===== src/rtl/fpga_input_debouncer.sv =====
// Purpose: debounces NUM_CH asynchronous board inputs. Each input is synchronized,
//          then accepted only after STABLE_TICKS consecutive sample ticks of mismatch.
// Latency: 2 sync cycles + (STABLE_TICKS-1)*TICK_DIV + k + 1 cycles (1 <= k <= TICK_DIV).
// Backpressure: none; db_o/rise_o/fall_o/tick_o are free-running level/strobe outputs.
//
// Ports:
//   clk_i   single clock, all state on its rising edge
//   rst_i   asynchronous, active-high reset
//   en_i    debounce enable; when low the prescaler and counters are parked, db_o holds
//   raw_i   asynchronous board inputs
//   db_o    debounced levels (registered)
//   rise_o  one-cycle pulse when db_o goes 0->1, coincident with the new db_o value
//   fall_o  one-cycle pulse when db_o goes 1->0, coincident with the new db_o value
//   tick_o  one-cycle sample-tick strobe
module fpga_input_debouncer #(
    parameter int                NUM_CH       = 7,
    parameter int                TICK_DIV     = 200000,
    parameter int                STABLE_TICKS = 10,
    parameter logic [NUM_CH-1:0] RESET_VAL    = '0
) (
    input  logic              clk_i,
    input  logic              rst_i,
    input  logic              en_i,
    input  logic [NUM_CH-1:0] raw_i,
    output logic [NUM_CH-1:0] db_o,
    output logic [NUM_CH-1:0] rise_o,
    output logic [NUM_CH-1:0] fall_o,
    output logic              tick_o
);

    localparam int PW = $clog2(TICK_DIV);
    localparam int CW = $clog2(STABLE_TICKS + 1);

    localparam logic [PW-1:0] PRESC_LAST = PW'(TICK_DIV - 1);
    localparam logic [CW-1:0] CNT_LAST   = CW'(STABLE_TICKS - 1);

    logic [NUM_CH-1:0] meta;
    logic [NUM_CH-1:0] sync;
    logic [PW-1:0]     presc;
    logic [CW-1:0]     cnt [NUM_CH];

    // Two-flop synchronizer. It keeps sampling while en_i is low so that the
    // debounce restarts from the current pad level when enabled again.
    always_ff @(posedge clk_i or posedge rst_i) begin
        if (rst_i) begin
            meta <= RESET_VAL;
            sync <= RESET_VAL;
        end else begin
            meta <= raw_i;
            sync <= meta;
        end
    end

    // Prescaler parks at 0 while disabled, so the first tick after enabling
    // is always a full TICK_DIV period away.
    always_ff @(posedge clk_i or posedge rst_i) begin
        if (rst_i) begin
            presc <= '0;
        end else if (!en_i) begin
            presc <= '0;
        end else if (presc == PRESC_LAST) begin
            presc <= '0;
        end else begin
            presc <= presc + PW'(1);
        end
    end

    // Since presc is 0 in reset and TICK_DIV >= 2, tick_o is 0 during reset.
    assign tick_o = en_i && (presc == PRESC_LAST);

    // Per-channel stability counters. Any cycle in which the synchronized input
    // agrees with db_o (or the block is disabled) discards the partial count, so
    // only an uninterrupted mismatch spanning STABLE_TICKS ticks is accepted.
    always_ff @(posedge clk_i or posedge rst_i) begin
        if (rst_i) begin
            db_o   <= RESET_VAL;
            rise_o <= '0;
            fall_o <= '0;
            for (int i = 0; i < NUM_CH; i++) begin
                cnt[i] <= '0;
            end
        end else begin
            rise_o <= '0;
            fall_o <= '0;
            for (int i = 0; i < NUM_CH; i++) begin
                if (!en_i || (sync[i] == db_o[i])) begin
                    cnt[i] <= '0;
                end else if (tick_o) begin
                    if (cnt[i] == CNT_LAST) begin
                        // Edge pulses are registered alongside db_o so they
                        // appear in the same cycle as the new level.
                        db_o[i]   <= sync[i];
                        rise_o[i] <= sync[i];
                        fall_o[i] <= ~sync[i];
                        cnt[i]    <= '0;
                    end else begin
                        cnt[i] <= cnt[i] + CW'(1);
                    end
                end
            end
        end
    end

endmodule


===== config.mk =====
export PLATFORM = sky130hd
export DESIGN_NAME = fpga_input_debouncer
export DESIGN_NICKNAME = d
export VERILOG_FILES = /design/src/rtl/fpga_input_debouncer.sv
export SDC_FILE = /design/constraint.sdc
export NUM_CORES = 1
export LEC_CHECK = 0
export CORE_MARGIN = 2
export CORE_UTILIZATION = 50
export DETAILED_ROUTE_END_ITERATION = 16
export GPL_TIMING_DRIVEN = 0
export PLACE_DENSITY = 0.7
export RECOVER_POWER = 50
export SYNTH_ARGS = -nofsm -noshare
export SYNTH_HDL_FRONTEND = slang
export SYNTH_SLANG_ARGS = --single-unit

===== constraint.sdc =====
create_clock -name clk_i -period 4.55 [get_ports clk_i]
set_clock_uncertainty 0.05 [all_clocks]
set_input_delay 0.455 -clock clk_i [delete_from_list [all_inputs] [get_ports clk_i]]
set_output_delay 0.455 -clock clk_i [all_outputs]
set_load 0.02 [all_outputs]

Word-level counts from Yosys, hierarchy flattened
Cells that the tools add are included.
{"block": "classes", "div": 0, "n_bitwise": 14, "eq_ne": 15, "n_reduce_logical": 23, "n_lt_le_gt_ge": 0, "muxes": 65, "multipliers": 0, "shift": 0, "add_sub_neg": 8}
{"cell": "4-bit 2-to-1 mux", "count": 21}
{"cell": "1-bit 2-to-1 mux", "count": 42}
{"cell": "18-bit 2-to-1 mux", "count": 2}
{"cell": "4-bit by 1-bit adder with 4-bit output, second input constant", "count": 7}
{"cell": "4-bit equality test, second input constant", "count": 7}
{"cell": "3-bit AND reduction", "count": 7}
{"cell": "18-bit by 1-bit adder with 18-bit output, second input constant", "count": 1}
{"cell": "18-bit equality test, second input constant", "count": 1}
{"cell": "1-bit inverter", "count": 14}
{"cell": "2-bit nonzero test", "count": 7}
{"cell": "1-bit equality test", "count": 7}
{"cell": "1-bit logical OR", "count": 7}
{"cell": "1-bit logical AND", "count": 1}
{"cell": "1-bit logical NOT", "count": 1}
{"block": "totals", "ff_bits": 81, "output_inout_bits": 22, "mem_bits_ro": 0, "latch_bits": 0, "ramBits": 0, "memories": 0, "wordCells": 144}

Logic depth before layout (Yosys ltp)
{"block": "depth", "ltp_word": 4, "depth_mapped": 7, "mapped_depth_nobuf": 6}

Least setup slack after synthesis
OpenSTA, ideal clock, no wires.
{"block": "synth_path", "path_type": "reg-to-reg", "startpoint": "reg presc[0]", "endpoint": "reg cnt[16] (netlist bit)", "path_slack_ns": 2.603, "period_less_slack_ns": 1.947, "setup_ns": 0.078, "n_path_buf": 2, "arrival_time_ns": 1.819, "stages_incl_launch_ff": 8, "cell_sequence": "dfrtp_1 -> ha_1 -> nand3_2 -> or2_1 -> buf_6 -> buf_6 -> or4_1 -> a21oi_1"}
{"block": "synth_between", "elab_chain_len": 3}
{"element": "from (decl)", "line_no": "39", "source": "logic [PW-1:0] presc;"}
{"element": "from (signal assigned)", "line_no": "64", "source": "presc <= presc + PW'(1);"}
{"element": "18-bit equality test", "line_no": "69", "source": "assign tick_o = en_i && (presc == PRESC_LAST);"}
{"element": "1-bit logical AND", "line_no": "69"}
{"element": "2-bit nonzero test (no line)"}
{"element": "to (signal, indexed assignment)", "line_no": "97", "source": "cnt[i] <= cnt[i] + CW'(1);"}
{"element": "to (decl)", "line_no": "40", "source": "logic [CW-1:0] cnt [NUM_CH];"}
No other way between the ends.
A chain may end at the register's enable or synchronous reset.

Worst setup path after layout
{"block": "layout_path", "startpoint": "reg presc[0]", "endpoint": "out tick_o"}
{"block": "layout_between", "elab_chain_len": 2}
{"element": "18-bit equality test", "line_no": "69"}
{"element": "1-bit logical AND", "line_no": "69"}
{"element": "to (decl)", "line_no": "28", "source": "output logic tick_o"}
No other way between the ends.

==> results by group <==
Status
  • Outcome: finished, final reports clean

Floorplanning
  • Chip Width: 92.6 um
  • Starting Density: 51.3%
  • IO Count: 32
  • Core Area: 7650 um2
  • Cell row count: 32
  • Die Height: 92.6 um
  • Die area: 8570 um2

Cells and area
  • Area delta synth->final: 17.8%
  • Nets: 444
  • Fillers: 636
  • ANT cells: 0
  • Ratio of cells with drive above 1 in the final layout: 8.25%

Global routing
  • Pin count of the biggest net entering global routing: 59
  • Gr ovfl total: 0
  • GR Util All Layers: 22.5%
  • Initial antenna violation count: 0
  • First-pass GRT wire length: 14.8 mm
  • Vias in the first global route: 3,066

Synth
  • Number of synthesized flops with an enable pin: 0
  • Sequential area share after synthesis: 51.6%
  • Syn. warnings: 0
  • Asr flop ratio synth: 100%
  • Top-area cell type share of the netlist area: 51.6%
  • Cell Area, Synth: 3930 um2
  • Yosys cell types: 43
  • Mapped Nets: 402
  • Yosys top cell by area: dfrtp_1
  • Avg Cell Area, Syn: 10.4 um2
  • Dominant cells by area after synthesis: dfrtp_1 (52%), ha_1 (4.8%), xor2_1 (3.3%)
  • Synthesis-stage register bit count: 81
  • Cells after synthesis: 377
  • Top FF cell, synth: dfrtp_1

Routing
  • Wirelength per Cell: 17.0 um
  • Iteration count of the initial detailed-routing pass: 4
  • Vias: 3,034
  • Via/cell ratio: 5.77
  • DRT iter0 DRCs: 170
  • Drt total wl: 8.94 mm
  • DRC: 0
  • Routed Antenna Nets: 0

Worst setup path
  • CP arrival: 2.57 ns
  • Kind of start point of the critical path: register
  • Critical path fanouts, max: 7
  • Reg-to-Reg End: presc[11]$_DFF_PP0_
  • RR Startpoint: presc[0]$_DFF_PP0_
  • FF-to-FF setup slack: 2.08 ns
  • WS Path Type: register to output port
  • Reg2Reg Depth: 7
  • CP required: 4.05 ns
  • Setup crit end kind: output port

Placed design
  • Port bufs: 30
  • Dpl ws: 1.84 ns
  • Detailed placer's ending HPWL: 5.87 mm
  • Gpl congestion: 0.840

Flow run
  • Max-Cap Viols: 0

Timing
  • Max Clk Rate: 325 MHz
  • Setup tns final: 0 ns
  • Fin. max-slew vios: 0
  • Fin crit period: 3.07 ns
  • Measured slew at the worst slew-check pin: 1.13 ns
  • Final WS setup: 1.48 ns
  • Fin crit share: 67.5%
  • Setup violations, final: 0
  • RSZ-0062 raised after global routing: no
  • Relative slew slack: 24.3%
  • Fin. Hold Viols: 0

Worst hold path
  • Cells on Worst Hold Path: 0
  • Hold Crit Class: register to register
  • Worst Hold Launch: meta[1]$_DFF_PP0_
  • Endpoint, Worst Hold: sync[1]$_DFF_PP0_

Clock tree
  • Post-CTS Setup Bufs: 0
  • CTS buffer count: 9
  • Clock Sinks: 81
  • Root buffer cell: clkbuf_8
  • Reg clk slew, reported paths: 0.08 ns
  • Htree depth: 3
  • CTS Hold Bufs: 0
  • Clock tree buffer depth: 2
  • TritonCTS clock tree: built
  • Clock Latency Late Sink: 0.36 ns
  • CTS resizes: 0

Power and ir drop
  • Leakage: 1.98 nW
  • Peak supply drop: 0.175 mV
  • Final Power: 1.42 mW
  • Power density cells: 307 nW/um2
==> area by class of cell <==
class | instances | area (um2) | area share, %
Sequential cell | 81 | 2030 | 43.8
Multi-Input combinational cell | 261 | 1740 | 37.7
Timing Repair Buffer | 31 | 328 | 7.09
Clock buffer | 10 | 128 | 2.76
Tap cell | 102 | 128 | 2.76
Clock inverter | 6 | 115 | 2.49
Buffer | 18 | 90.1 | 1.95
Inverter | 17 | 65.1 | 1.41
==> kinds of logic after synthesis <==
kind of cell / count (synthesis) / share of synthesized area (%)
mux: 10 / 2.77
simple gates: 147 / 21.2
buf+inv: 35 / 3.92
fa+ha+maj: 15 / 4.78
compound gates: 71 / 11.7
xor+xnor: 18 / 4.02
flops: 81 / 51.6
==> how the worst max path moves through the flow <==
stage                        from                   to  slack (ns)  depth (start not counted)
3_3_place_gp                rst_i  rise_o[1]$_DFF_PP0_        0.64                          2
2_1_floorplan               rst_i   cnt[0]$_DFFE_PP0P_        1.96                          1
5_1_grt        presc[6]$_DFF_PP0_               tick_o        1.32                          5
4_1_cts        presc[0]$_DFF_PP0_               tick_o        1.47                          6
6_report       presc[0]$_DFF_PP0_               tick_o        1.48                          6
3_5_place_dp                 en_i               tick_o        1.84                          4
==> per-stage QoR <==
stage | util, % | hold WS (ns) | cell area, um2 | instances
floorplan | - | 0.281 | 3930 | 377
global placement | 56.9 | 0.284 | 4350 | 509
detailed placement | 57.3 | 0.287 | 4380 | 510
CTS | 60.5 | 0.305 | 4630 | 526
global route | 60.5 | 0.313 | 4620 | 526
finish | 60.5 | 0.303 | 4620 | 526
==> cell usage after synthesis, drive strengths merged (2+ instances only) <==
| cell type | number |
|---|---|
| nand4 | 13 |
| nor2b | 2 |
| nor3 | 9 |
| clkbuf | 10 |
| a22oi | 3 |
| nand3 | 11 |
| nand2 | 32 |
| nor2 | 24 |
| inv | 17 |
| xor2 | 15 |
| buf | 8 |
| mux2i | 3 |
| nand3b | 3 |
| ha | 15 |
| and4 | 8 |
| or3 | 3 |
| o31ai | 2 |
| and2 | 11 |
| o41ai | 3 |
| o211ai | 3 |
| mux2 | 7 |
| a311oi | 4 |
| o311ai | 3 |
| a32o | 3 |
| xnor2 | 3 |
| a41o | 3 |
| and3 | 7 |
| nor4 | 4 |
| dfrtp | 81 |
| o21ai | 22 |
| a21oi | 21 |
| or4 | 15 |
==> worst max-delay path, cell delays in order (launching register included) <==
cell,delay (ns)
dfrtp_1,0.40
ha_1,0.24
nand3_2,0.20
nor2_1,0.20
and3_1,0.37
and2_1,0.20
clkdlybuf4s50_1,0.60
==> report_power, final <==
| part | internal, mW | switching [mW] |
|---|---|---|
| sequential | 0.728 | 0.00684 |
| clock | 0.368 | 0.271 |
| combinational | 0.0144 | 0.0315 |
| total | 1.11 | 0.309 |
==> sequential cells by signal, summed over array words and instances, names as in the netlist <==
name / cells
cnt: 28
meta: 7
rise_o: 7
sync: 7
fall_o: 7
presc: 18
db_o: 7
==> layout by cell type (no fill, tap or decap), types with 6 or more instances in the layout <==
cell,count
a21oi_1,21
and2_1,11
and3_1,7
and4_1,8
buf_2,6
clkbuf_1,11
clkbuf_8,9
clkdlybuf4s50_1,22
dfrtp_1,81
dlygate4sd3_1,8
ha_1,15
inv_1,16
mux2_2,7
nand2_1,32
nand3_1,10
nand4_1,13
nor2_1,24
nor3_1,9
o21ai_0,22
or4_1,15
xor2_1,15
==> per-layer routing <==
metal  GRT usage [%]  up-vias  routed length [um]
met5               0        -                   0
li1                -     1456                   -
met4            9.20        0                 201
met3            5.86       14                 572
met2            36.1       89                4230
met1            29.1     1475                3940
Power figures use the tool's default switching activity.
